--- src/rtl/sopc_timer.sv ---
// Memory-mapped down-counting timer with prescaler, auto-reload and level interrupt.
// Sits on the openmips_min_sopc data bus; everything runs in the core clock domain.
module sopc_timer #(
    parameter int unsigned PRESCALE_W = 8,
    parameter logic [31:0] RESET_LOAD = '0
) (
    input  logic        clk,
    input  logic        rst,
    input  logic        ce_i,
    input  logic        we_i,
    input  logic [31:0] addr_i,
    input  logic [3:0]  sel_i,
    input  logic [31:0] data_i,
    output logic [31:0] data_o,
    output logic        int_o
);

    typedef enum logic [1:0] {
        REG_CTRL   = 2'd0,
        REG_LOAD   = 2'd1,
        REG_COUNT  = 2'd2,
        REG_STATUS = 2'd3
    } reg_e;

    logic                  en_q, en_d;
    logic                  auto_q, auto_d;
    logic                  ie_q, ie_d;
    logic [PRESCALE_W-1:0] prescale_q, prescale_d;
    logic [PRESCALE_W-1:0] pre_cnt_q, pre_cnt_d;
    logic [31:0]           load_q, load_d;
    logic [31:0]           count_q, count_d;
    logic                  pend_q, pend_d;

    reg_e        reg_sel;
    logic        bus_wr;
    logic        ctrl_wr;
    logic        load_wr;
    logic        status_clr;
    logic        tick;
    logic        expire;
    logic [31:0] ctrl_rd;
    logic [31:0] ctrl_new;
    logic        unused_addr;

    assign unused_addr = ^{addr_i[31:4], addr_i[1:0]};

    function automatic logic [31:0] merge_lanes(input logic [31:0] old_v,
                                                input logic [31:0] new_v,
                                                input logic [3:0]  sel);
        logic [31:0] r;
        r = old_v;
        for (int unsigned i = 0; i < 4; i++) begin
            if (sel[i]) r[8*i +: 8] = new_v[8*i +: 8];
        end
        return r;
    endfunction

    always_comb begin
        ctrl_rd                 = '0;
        ctrl_rd[2:0]            = {ie_q, auto_q, en_q};
        ctrl_rd[8 +: PRESCALE_W] = prescale_q;
    end

    always_comb begin
        reg_sel    = reg_e'(addr_i[3:2]);
        bus_wr     = ce_i & we_i & (|sel_i);
        ctrl_wr    = bus_wr & (reg_sel == REG_CTRL);
        load_wr    = bus_wr & (reg_sel == REG_LOAD);
        status_clr = bus_wr & (reg_sel == REG_STATUS) & sel_i[0] & data_i[0];
        ctrl_new   = merge_lanes(ctrl_rd, data_i, sel_i);
        tick       = en_q & (pre_cnt_q == prescale_q);
        // A LOAD write suppresses the whole tick, including expiry side effects.
        expire     = tick & ~load_wr & (count_q == '0);
    end

    always_comb begin
        en_d       = en_q;
        auto_d     = auto_q;
        ie_d       = ie_q;
        prescale_d = prescale_q;
        load_d     = load_q;
        count_d    = count_q;
        pend_d     = pend_q;
        pre_cnt_d  = pre_cnt_q;

        if (ctrl_wr) begin
            en_d       = ctrl_new[0];
            auto_d     = ctrl_new[1];
            ie_d       = ctrl_new[2];
            prescale_d = ctrl_new[8 +: PRESCALE_W];
        end else if (expire && !auto_q) begin
            en_d = 1'b0;
        end

        if (load_wr) begin
            load_d  = merge_lanes(load_q, data_i, sel_i);
            count_d = load_d;
        end else if (tick) begin
            if (count_q != '0) count_d = count_q - 32'd1;
            else if (auto_q)   count_d = load_q;
        end

        pend_d = expire | (pend_q & ~status_clr);

        if (!en_d || load_wr || tick || (ctrl_wr && !en_q)) begin
            pre_cnt_d = '0;
        end else begin
            pre_cnt_d = pre_cnt_q + PRESCALE_W'(1);
        end
    end

    always_ff @(posedge clk or negedge rst) begin
        if (!rst) begin
            en_q       <= 1'b0;
            auto_q     <= 1'b0;
            ie_q       <= 1'b0;
            prescale_q <= '0;
            pre_cnt_q  <= '0;
            load_q     <= RESET_LOAD;
            count_q    <= RESET_LOAD;
            pend_q     <= 1'b0;
        end else begin
            en_q       <= en_d;
            auto_q     <= auto_d;
            ie_q       <= ie_d;
            prescale_q <= prescale_d;
            pre_cnt_q  <= pre_cnt_d;
            load_q     <= load_d;
            count_q    <= count_d;
            pend_q     <= pend_d;
        end
    end

    always_comb begin
        data_o = '0;
        if (ce_i && !we_i) begin
            unique case (reg_sel)
                REG_CTRL:   data_o = ctrl_rd;
                REG_LOAD:   data_o = load_q;
                REG_COUNT:  data_o = count_q;
                REG_STATUS: data_o = {31'd0, pend_q};
                default:    data_o = '0;
            endcase
        end
    end

    assign int_o = pend_q & ie_q;

endmodule

--- config.mk ---
export PLATFORM = sky130hd
export DESIGN_NAME = sopc_timer
export DESIGN_NICKNAME = d
export VERILOG_FILES = /design/src/rtl/sopc_timer.sv
export SDC_FILE = /design/constraint.sdc
export NUM_CORES = 1
export LEC_CHECK = 0
export CORE_UTILIZATION = 35
export DETAILED_ROUTE_END_ITERATION = 8
export GPL_TIMING_DRIVEN = 0
export PLACE_DENSITY = 0.68
export SYNTH_ARGS = -nofsm -noshare
export SYNTH_HDL_FRONTEND = slang
export SYNTH_SLANG_ARGS = --single-unit
export TNS_END_PERCENT = 20
--- constraint.sdc ---
create_clock -name clk -period 3.3 [get_ports clk]
set_clock_uncertainty 0.1 [all_clocks]
set_input_delay 0.99 -clock clk [delete_from_list [all_inputs] [get_ports clk]]
set_output_delay 0.99 -clock clk [all_outputs]
set_load 0.05 [all_outputs]
==> PnR_summary.wiki <==
{| class="wikitable"
! Metric !! Value
|-
| Result of the run || completed
|-
| Power density over the cells || about 550 nW/um^2
|-
| Sum of routed wire length over all layers || roughly 19000 um
|-
| Leading post-synthesis cells by cell area || dfrtp_1 38%, mux2_2 7.6%, nor2_1 4.7%
|-
| Top library cells by usage in the layout, fill and taps aside || 84 x dfrtp_1, 45 x nand2_1, 45 x o21ai_0
|-
| Highest clock rate || just over 300 MHz
|-
| Wire length of the first global-routing pass || 30500 um
|-
| Worst setup path startpoint || addr_i[2]
|-
| Cell count after synthesis || roughly 600
|-
| Largest stage delay on the critical path || 280 ps
|-
| Post-synth ARST share || between 90% and 100%
|-
| Critical path peak fanout || 10
|-
| Final period utilization || approximately 99%
|-
| Max VDD drop || ~290 uV
|-
| Clock slew seen by the registers of the worst setup and hold paths || 60 ps
|-
| Share of post-route cells with drive strength above 1 || around 28%
|-
| Cell chain of the critical path || clkbuf_2, nor2b_1, buf_4, clkbuf_16, a22oi_1, nor2_4, buf_6
|-
| Worst slew pin tran || approximately 830 ps
|-
| Drt first-iter violations || between 400 and 500
|-
| Number of top-level design ports || 105
|-
| Vias after detailed routing || 5410
|-
| Leading cell type in the layout, fill and taps excluded || dfrtp_1
|-
| Static Leakage || 2.79 nW
|-
| Maximum number of pins on one net before global-route repair || 46
|-
| DR pass1 iterations || 5
|-
| Area of the die || ~16000 sq um
|-
| Seq/Total Area, Yosys || approximately 38%
|-
| Reg2Reg Launch Point || count_q[15]
|-
| Setup violators final || 0
|-
| Number of buffer and inverter instances along the worst setup path || 4
|-
| Cell type of the slowest stage on the worst timing path || a22oi_1
|-
| Final Hold Slack || 426 ps
|-
| Stages on worst setup path || 7
|-
| Core area || about 15000 sq um
|-
| Horiz. Die Dim || 127 um
|-
| Final hold vios || 0
|-
| Area fraction of the dominant cell type after synthesis || between 30 and 40%
|-
| Number of fill cells || roughly 1500
|-
| Insertion delay to the later sink of the worst-skew pair || between 300 and 400 ps
|-
| Number of max-cap violations || 0
|-
| Clock root buffer master || clkbuf_16
|-
| Detailed-route vias per instance || 6.16
|-
| Endpoint class of the critical path || output port
|-
| Number of enable-type register cells in the synthesized netlist || 0
|-
| Data arrival time of the worst path || 2180 ps
|-
| Max transition margin || between 40% and 50%
|-
| Number of remaining DRC errors || 0
|-
| Average size of a mapped cell || between 9 and 10 sq um
|-
| Number of synthesized register bits || 84
|-
| Maximum buffer depth of the clock tree || 2
|-
| Yosys cell types || 66
|-
| Endpoint required time on the critical path || 2210 ps
|-
| Routability cong. || roughly 0.90
|-
| Number of buffers inserted by post-CTS setup repair || 0
|-
| Cell type contributing the most total cell area after synthesis || dfrtp_1
|-
| Deepest level of the CTS H-tree || 3
|-
| Start point of the worst hold path || load_q[8]
|-
| Nets || around 760
|-
| Clock sink total || 84
|-
| Sum of negative setup slack || 0 ps
|-
| Die span in y || approximately 130 um
|-
| Syn nets || around 680
|-
| Aggregate global routing overflow || 0
|-
| Post-Synthesis Cell Area || between 5000 and 6000 sq um
|-
| Ys Warns || 0
|-
| Slack of the worst reg-to-reg path || roughly 210 ps
|-
| Area occupied by registers || ~2100 sq um
|-
| Setup repair after global routing missed its margin || yes
|-
| Number of I/O port buffers || 70
|-
| Post-CTS Hold Fix Bufs || 0
|-
| Class of the most critical setup path || in -> out
|-
| Initial antenna violation count || 0
|-
| Final Critical Period || ~3300 ps
|-
| Hold/Removal Path Class || reg -> reg
|-
| Layout area overhead || 29.7%
|-
| Reg2reg path depth || 6
|-
| Sum of net half-perimeters after detailed placement || 13700 um
|-
| Critical Path Source Type || input pin
|-
| Ys flop type || dfrtp_1
|-
| Routed wirelength normalized by instance count || about 22 um
|-
| Number of buffers created by CTS || 9
|-
| R2r endpoint || count_q[7]
|-
| Overall global routing resource usage || approximately 25%
|-
| CP endpoint || data_o[19]
|-
| Inserted Diodes || 0
|-
| Remaining number of nets flagged by the antenna check after routing || 0
|-
| TritonCTS clock tree || built
|-
| Standard-cell row count || 45
|-
| Category of cells accounting for the largest share of critical-path delay || buffers and inverters
|-
| Vias in the first global route || 5420
|-
| Multi-input combinational cell area || ~3400 sq um
|-
| Starting density of the core || between 30% and 40%
|-
| Slew Viols, Final || 0
|-
| WHS Path Cells || 1
|}
## cell type report
class | count | share of cell area [%]
Buffer | 44 | 4.65
Clock buffer | 9 | 3.18
Clock inverter | 6 | 0.601
Inverter | 10 | 0.530
Multi-Input combinational cell | 466 | 48.5
Sequential cell | 84 | 29.7
Tap cell | 188 | 3.32
Timing Repair Buffer | 71 | 9.57
## per-stage QoR
stage	utilization, %	area (sq um)	power [W]	std cells	setup WS [ps]
6_report	46.6	7080	0.00388	878	32.0
5_1_grt	46.6	7080	0.00407	878	-17.8
4_1_cts	46.2	7020	0.00384	878	12.4
3_5_place_dp	43.4	6600	0.00286	863	-1490
3_3_place_gp	43.2	6570	0.00282	862	-1970
2_1_floorplan	-	5640	0.00242	604	-131
## state kept, by name (all words and copies together), names as in the netlist
| name | flops |
|---|---|
| ie_q | 1 |
| prescale_q | 8 |
| pre_cnt_q | 8 |
| pend_q | 1 |
| count_q | 32 |
| auto_q | 1 |
| en_q | 1 |
| load_q | 32 |
## synthesized netlist by cell type, types with 3 or more instances
library cell   n
dfrtp_1       84
nor2_1        68
nand2_1       45
o21ai_0       45
mux2_2        37
a21oi_1       27
clkbuf_1      25
a22oi_1       21
nor3_1        18
o22ai_1       18
mux2i_1       15
nand3_1       15
buf_2         13
xor2_1        12
and3_1        10
inv_1         10
nor4_1        10
a31oi_1        8
o211ai_1       8
a221oi_1       6
nand4_1        6
nor2b_1        6
or4_1          6
xnor2_1        6
and2_1         5
a211oi_1       4
buf_1          4
nor4_4         4
o221ai_1       4
o31a_1         4
ha_1           3
nand3_2        3
o2111ai_1      3
o21ai_1        3
o31ai_1        3
or3_1          3
## power breakdown
group | total [W] | switching [W] | internal [W]
Sequential | 0.00156 | 0.000300 | 0.00126
Combinational | 0.00137 | 0.000806 | 0.000569
Clock | 0.000946 | 0.000441 | 0.000505
## cell families after synthesis
group | share of synthesized area [%]
simple gates | 21.0
compound gates | 21.9
flops | 38.5
buf+inv | 4.22
mux | 10.8
xor+xnor | 2.89
fa+ha+maj | 0.688
## metal layers
| metal | share of wire, % | track usage [%] | vias up |
|---|---|---|---|
| met5 | 0 | 0 | - |
| met4 | 3.8 | 12.7 | 0 |
| met3 | 6.9 | 4.30 | 52 |
| met2 | 46 | 38.8 | 286 |
| met1 | 43 | 33.5 | 2629 |
| li1 | - | - | 2443 |
## repair_timing
| item | in CTS | in global routing |
|---|---|---|
| pin swaps | 0 | 3 |
| gates resized for setup | 251 | 20 |
| endpoints found under the setup margin | 70 | 52 |
## how the worst min path moves through the flow
| stage | endpoint | slack, ps |
|---|---|---|
| CTS | load_q[26] | 410 |
| finish | load_q[8] | 430 |
| detailed placement | load_q[26] | 400 |
| global placement | load_q[7] | 390 |
| global route | load_q[14] | 450 |
| floorplan | load_q[26] | 370 |
## worst register-to-register path, stage by stage, from the launching register on
cell      delay [ps]
dfrtp_1          460
nor4_1           540
nand4_2          440
nor4_4           550
o21ai_1          250
clkbuf_1         330
a32o_1           300
No activity file was read; power rests on OpenSTA's default activity.
